--- src/rtl/pp_burst_ctrl.sv ---
// Burst push/pop engine between the operand stack and data memory.
// Define PP_MEM_TIMEOUT_EN to abort RD/WR after TIMEOUT cycles without mem_ready.
module pp_burst_ctrl #(
    parameter int ADDR_LEN = 8,
    parameter int DATA_LEN = 8,
    parameter int CNT_LEN  = 4,
    parameter int TIMEOUT  = 15
) (
    input  logic                clk,
    input  logic                rstn,
    input  logic                en,
    input  logic [1:0]          opc,
    input  logic [ADDR_LEN-1:0] base_addr,
    input  logic [CNT_LEN-1:0]  count,
    input  logic [DATA_LEN-1:0] const_data,
    input  logic                stk_full,
    input  logic                stk_empty,
    input  logic [DATA_LEN-1:0] stk_data_out,
    output logic                stk_push,
    output logic                stk_pop,
    output logic [DATA_LEN-1:0] stk_data_in,
    output logic [ADDR_LEN-1:0] mem_addr,
    output logic                mem_r_en,
    output logic                mem_w_en,
    output logic [DATA_LEN-1:0] mem_data_in,
    input  logic [DATA_LEN-1:0] mem_data_out,
    input  logic                mem_ready,
    output logic                busy,
    output logic                done,
    output logic                err
);

    typedef enum logic [2:0] {
        S_IDLE, S_RD, S_PUSH, S_POP, S_POP_W, S_WR, S_DONE
    } state_t;

    localparam logic [1:0] OPC_PUSHC = 2'b00;
    localparam logic [1:0] OPC_PUSHM = 2'b01;
    localparam logic [1:0] OPC_POPM  = 2'b10;

    if (TIMEOUT < 1) begin : g_bad_timeout
        $error("pp_burst_ctrl: TIMEOUT must be at least 1");
    end

    state_t                state, state_nx;
    logic [1:0]            opc_reg, opc_nx;
    logic [ADDR_LEN-1:0]   addr_reg, addr_nx;
    logic [CNT_LEN-1:0]    rem, rem_nx;
    logic [DATA_LEN-1:0]   data_reg, data_nx;
    logic                  err_flag, err_nx;
    logic                  mem_timeout;

`ifdef PP_MEM_TIMEOUT_EN
    localparam int WAIT_W = $clog2(TIMEOUT + 1);
    logic [WAIT_W-1:0] wait_cnt;

    // Restarts on every state change, so each RD/WR visit gets a fresh budget.
    always_ff @(posedge clk or negedge rstn) begin
        if (!rstn) begin
            wait_cnt <= '0;
        end else if (state_nx != state) begin
            wait_cnt <= '0;
        end else if (state == S_RD || state == S_WR) begin
            wait_cnt <= wait_cnt + WAIT_W'(1);
        end
    end

    assign mem_timeout = (wait_cnt == WAIT_W'(TIMEOUT - 1));
`else
    assign mem_timeout = 1'b0;
`endif

    // NOTE: non-blocking assignments for all state so every register samples pre-edge values.
    always_ff @(posedge clk or negedge rstn) begin
        if (!rstn) begin
            state    <= S_IDLE;
            opc_reg  <= '0;
            addr_reg <= '0;
            rem      <= '0;
            data_reg <= '0;
            err_flag <= 1'b0;
        end else begin
            state    <= state_nx;
            opc_reg  <= opc_nx;
            addr_reg <= addr_nx;
            rem      <= rem_nx;
            data_reg <= data_nx;
            err_flag <= err_nx;
        end
    end

    // NOTE: every output and next-value gets a default first, so no path can infer a latch.
    always_comb begin
        state_nx    = state;
        opc_nx      = opc_reg;
        addr_nx     = addr_reg;
        rem_nx      = rem;
        data_nx     = data_reg;
        err_nx      = err_flag;
        stk_push    = 1'b0;
        stk_pop     = 1'b0;
        stk_data_in = '0;
        mem_addr    = '0;
        mem_r_en    = 1'b0;
        mem_w_en    = 1'b0;
        mem_data_in = '0;
        done        = 1'b0;
        err         = 1'b0;
        busy        = (state != S_IDLE);

        unique case (state)
            S_IDLE: begin
                if (en) begin
                    opc_nx  = opc;
                    addr_nx = base_addr;
                    rem_nx  = count;
                    data_nx = const_data;
                    err_nx  = 1'b0;
                    if (count == '0) begin
                        state_nx = S_DONE;
                    end else begin
                        unique case (opc)
                            OPC_PUSHC: state_nx = S_PUSH;
                            OPC_PUSHM: state_nx = S_RD;
                            OPC_POPM:  state_nx = S_POP;
                            default: begin
                                err_nx   = 1'b1;
                                state_nx = S_DONE;
                            end
                        endcase
                    end
                end
            end

            S_RD: begin
                mem_r_en = 1'b1;
                mem_addr = addr_reg;
                if (mem_ready) begin
                    data_nx  = mem_data_out;
                    state_nx = S_PUSH;
                end else if (mem_timeout) begin
                    err_nx   = 1'b1;
                    state_nx = S_DONE;
                end
            end

            S_PUSH: begin
                if (stk_full) begin
                    err_nx   = 1'b1;
                    state_nx = S_DONE;
                end else begin
                    stk_push    = 1'b1;
                    stk_data_in = data_reg;
                    rem_nx      = rem - CNT_LEN'(1);
                    addr_nx     = addr_reg + ADDR_LEN'(1);
                    if (rem == CNT_LEN'(1)) begin
                        state_nx = S_DONE;
                    end else if (opc_reg == OPC_PUSHM) begin
                        state_nx = S_RD;
                    end else begin
                        state_nx = S_PUSH;
                    end
                end
            end

            S_POP: begin
                if (stk_empty) begin
                    err_nx   = 1'b1;
                    state_nx = S_DONE;
                end else begin
                    stk_pop  = 1'b1;
                    state_nx = S_POP_W;
                end
            end

            // Stack top is only valid the cycle after the pop strobe.
            S_POP_W: begin
                data_nx  = stk_data_out;
                state_nx = S_WR;
            end

            S_WR: begin
                mem_w_en    = 1'b1;
                mem_addr    = addr_reg;
                mem_data_in = data_reg;
                if (mem_ready) begin
                    rem_nx   = rem - CNT_LEN'(1);
                    addr_nx  = addr_reg + ADDR_LEN'(1);
                    state_nx = (rem == CNT_LEN'(1)) ? S_DONE : S_POP;
                end else if (mem_timeout) begin
                    err_nx   = 1'b1;
                    state_nx = S_DONE;
                end
            end

            S_DONE: begin
                done     = 1'b1;
                err      = err_flag;
                state_nx = S_IDLE;
            end

            default: state_nx = S_IDLE;
        endcase
    end

    a_mem_excl: assert property (@(posedge clk) disable iff (!rstn) !(mem_r_en && mem_w_en));
    a_stk_excl: assert property (@(posedge clk) disable iff (!rstn) !(stk_push && stk_pop));
    a_err_done: assert property (@(posedge clk) disable iff (!rstn) err |-> done);

endmodule

--- config.mk ---
export PLATFORM = sky130hd
export DESIGN_NAME = pp_burst_ctrl
export DESIGN_NICKNAME = d
export VERILOG_FILES = /design/src/rtl/pp_burst_ctrl.sv
export SDC_FILE = /design/constraint.sdc
export NUM_CORES = 1
export LEC_CHECK = 0
export CELL_PAD_IN_SITES_DETAIL_PLACEMENT = 0
export CELL_PAD_IN_SITES_GLOBAL_PLACEMENT = 1
export CORE_UTILIZATION = 25
export CTS_BUF_LIST = sky130_fd_sc_hd__clkbuf_8
export DETAILED_ROUTE_END_ITERATION = 8
export PLACE_DENSITY_LB_ADDON = 0.1
export SETUP_SLACK_MARGIN = 0.5
export SLEW_MARGIN = 20
export SYNTH_ARGS = -nofsm -noshare
export SYNTH_HDL_FRONTEND = slang
export SYNTH_SLANG_ARGS = --single-unit
--- constraint.sdc ---
create_clock -name clk -period 4 [get_ports clk]
set_clock_uncertainty 0.2 [all_clocks]
set_input_delay 0.8 -clock clk [delete_from_list [all_inputs] [get_ports clk]]
set_output_delay 0.8 -clock clk [all_outputs]
set_load 0.01 [all_outputs]
==> flow_metrics.py <==
metrics = {
    "outcome": {
        "outcome": "finished clean",
    },
    "die": {
        "rows": 32,
        "die_area_um2": 8350,
        "initial_utilization_pct": 25.8,
        "ios": 75,
        "die_x_um": 91.4,
        "core_area_um2": 7730,
        "die_h_um": 91.4,
    },
    "pwr": {
        "p_int_w": 0.00102,
        "swShare_pct": 42.4,
        "p_switching_w": 0.000751,
        "p_leak_nw": 1.11,
        "p_clk_share_pct": 10.1,
        "seqPwrFrac_pct": 30.4,
        "ir_drop_uv": 223,
        "combPwrFrac_pct": 59.5,
        "power.density_nw_per_um2": 615,
    },
    "global_routing": {
        "antenna_found_initial": 0,
        "grt_pass1_vias": 1891,
        "grt_pass1_wl_mm": 10.2,
        "grt_max_degree": 32,
        "grt-ovfl-total": 0,
        "track_usage_pct": 15.4,
    },
    "place": {
        "postPlaceCellArea_um2": 2820,
        "hpwl_mm": 4.55,
        "pre_cts_slack_ns": 0.700,
        "gp_congestion": 0.745,
        "portBuffers": 74,
    },
    "hold_path": {
        "hold_depth": 1,
        "worstHoldEndpoint": "opc_reg[1]",
        "hp-class": "flip-flop to flip-flop",
        "hp-start": "opc_reg[1]",
    },
    "route": {
        "drc": 0,
        "wire_per_inst_um": 15.9,
        "dr.pass1.iters": 6,
        "ant_nets": 0,
        "num_vias": 1949,
        "drt-total-wl_mm": 6.27,
        "drtIter0Drc": 45,
        "avgViaCountPerCell": 4.96,
    },
    "critical_path": {
        "crit_fanout": 12,
        "reg2reg_depth": 6,
        "required_ns": 3.00,
        "timing.rr.end": "addr_reg[6]",
        "worst_r2r_startpoint": "state[2]",
        "r2r_slack_ns": 1.42,
        "crit_type": "flip-flop to output port",
        "startpoint_type": "flip-flop",
        "end_kind": "output port",
        "arrival_ns": 2.32,
    },
    "clocking": {
        "cts_max_level": 1,
        "cts_resized": 0,
        "clkLatencyLatePin_ns": 0.27,
        "cts.sinks": 26,
        "cts_hold_buffers": 0,
        "cts_buffer_depth": 2,
        "cts_root_buffer": "clkbuf_8",
        "cts_setup_buffers": 0,
        "cts_tree": "built",
        "cts.clk_slew.worst_paths_ns": 0.10,
        "cts_buffers": 3,
    },
    "timing": {
        "setup_violations": 0,
        "max_freq_mhz": 301,
        "worst-slew-pin-transition_ns": 0.649,
        "rsz0062_at_grt": "no",
        "finalCriticalPeriod_ns": 3.32,
        "slew_headroom_pct": 56.7,
        "final_hold_viol_count": 0,
        "tns_ns": 0,
        "fin_crit_sh_pct": 83.0,
        "drv_slew": 0,
        "setup_slack_ns": 0.678,
    },
    "synthesis": {
        "synth_top_area_share_pct": 32.6,
        "synth_area_leaders": "dfrtp_1 (33%), and2_1 (7.5%), mux2_2 (6.2%), o22ai_1 (4.7%), o221ai_1 (4.4%)",
        "syn_nets": 272,
        "synth_area_per_cell_um2": 8.95,
        "synthFlopType": "dfrtp_1",
        "yosysTopAreaCell": "dfrtp_1",
        "syn_inst": 223,
        "synth_warnings": 0,
        "synth_edf_count": 0,
        "ys_ff_latch": 26,
        "synth.cell_area_um2": 2000,
        "async_reset_ff_share_pct": 100,
        "yosysUniqueCellTypes": 51,
        "synth-seq-area-share_pct": 32.6,
    },
    "cells_and_area": {
        "fill_cells": 810,
        "antenna_cells": 0,
        "final_cell_mix": "clkdlybuf4s50_1 (74), dfrtp_1 (26), and2_1 (24)",
        "regArea_um2": 651,
        "final_net_count": 341,
        "multi_input_area_um2": 1220,
        "areaGrowthSynthToFinish_pct": 44.0,
        "final_common_cell": "clkdlybuf4s50_1",
        "final_area_um2": 2880,
        "drive_above_1_share_pct": 11.0,
    },
    "run": {
        "drv_cap": 0,
    },
}
[area by class of cell]
type / instances / share of cell area [%]
tap: 102 / 4.44
timing repair buffer: 79 / 27.1
clock buffer: 4 / 1.91
multi-input combinational: 170 / 42.3
sequential: 26 / 22.6
inverter: 12 / 1.65
[worst max-delay path by stage]
| stage | startpoint | to | slack (ns) | depth (start not counted) |
|---|---|---|---|---|
| 2_1_floorplan | state[1] | stk_data_in[0] | 1.58 | 5 |
| 3_3_place_gp | stk_full | stk_data_in[5] | 0.75 | 5 |
| 3_5_place_dp | stk_full | stk_data_in[5] | 0.70 | 5 |
| 4_1_cts | state[2] | stk_data_in[5] | 0.65 | 6 |
| 5_1_grt | state[2] | err | 0.52 | 4 |
| 6_report | state[2] | stk_data_in[5] | 0.68 | 6 |
[layer usage]
| metal | GRT usage (%) | vias to the layer above | routed length [um] |
|---|---|---|---|
| li1 | - | 965 | - |
| met1 | 21.1 | 941 | 3060 |
| met2 | 25.8 | 41 | 2990 |
| met3 | 2.68 | 2 | 186 |
| met4 | 2.38 | 0 | 30 |
| met5 | 0 | - | 0 |
[per-stage QoR]
stage / instances / total power [W] / hold WS [ns] / utilization [%]
after floorplan: 223 / 0.00126 / 0.272 / -
after global placement: 389 / 0.00161 / 0.295 / 36.5
after detailed placement: 389 / 0.00161 / 0.299 / 36.5
after CTS: 393 / 0.00179 / 0.325 / 37.2
after global routing: 393 / 0.00192 / 0.341 / 37.2
final: 393 / 0.00177 / 0.320 / 37.2
[worst max-delay path, stage by stage (launching register included)]
cell and delay [ns]:
dfrtp_1 0.53, buf_4 0.25, nor3b_1 0.25, nor2b_1 0.16, buf_4 0.18, and2_1 0.14, clkdlybuf4s50_1 0.53
[cells by family after synthesis]
| kind of cell | count (synthesis) | synth area share (%) |
|---|---|---|
| mux | 16 | 8.71 |
| fa+ha+maj | 5 | 3.13 |
| compound gates | 73 | 26.9 |
| simple gates | 76 | 22.2 |
| buf+inv | 27 | 6.52 |
| flops | 26 | 32.6 |
[Yosys cell counts, types with 5 or more instances]
cell / count
clkbuf_1: 7
a22oi_1: 7
o21ai_0: 14
nand2_1: 11
dfrtp_1: 26
a21oi_1: 9
inv_1: 10
mux2i_1: 5
nor2_1: 7
nand2b_1: 5
and2_1: 24
o22ai_1: 15
ha_1: 5
mux2_2: 11
o221ai_1: 10
[power by group through the flow]
stage | clock network, W | logic, W | registers (W)
3_3_place_gp | 0 | 0.00106 | 0.000549
3_5_place_dp | 0 | 0.00106 | 0.000546
6_report | 0.000178 | 0.00105 | 0.000539
2_1_floorplan | 0 | 0.000774 | 0.000488
4_1_cts | 0.000187 | 0.00106 | 0.000540
5_1_grt | 0.000196 | 0.00116 | 0.000565
No activity file was read; power rests on OpenSTA's default activity.
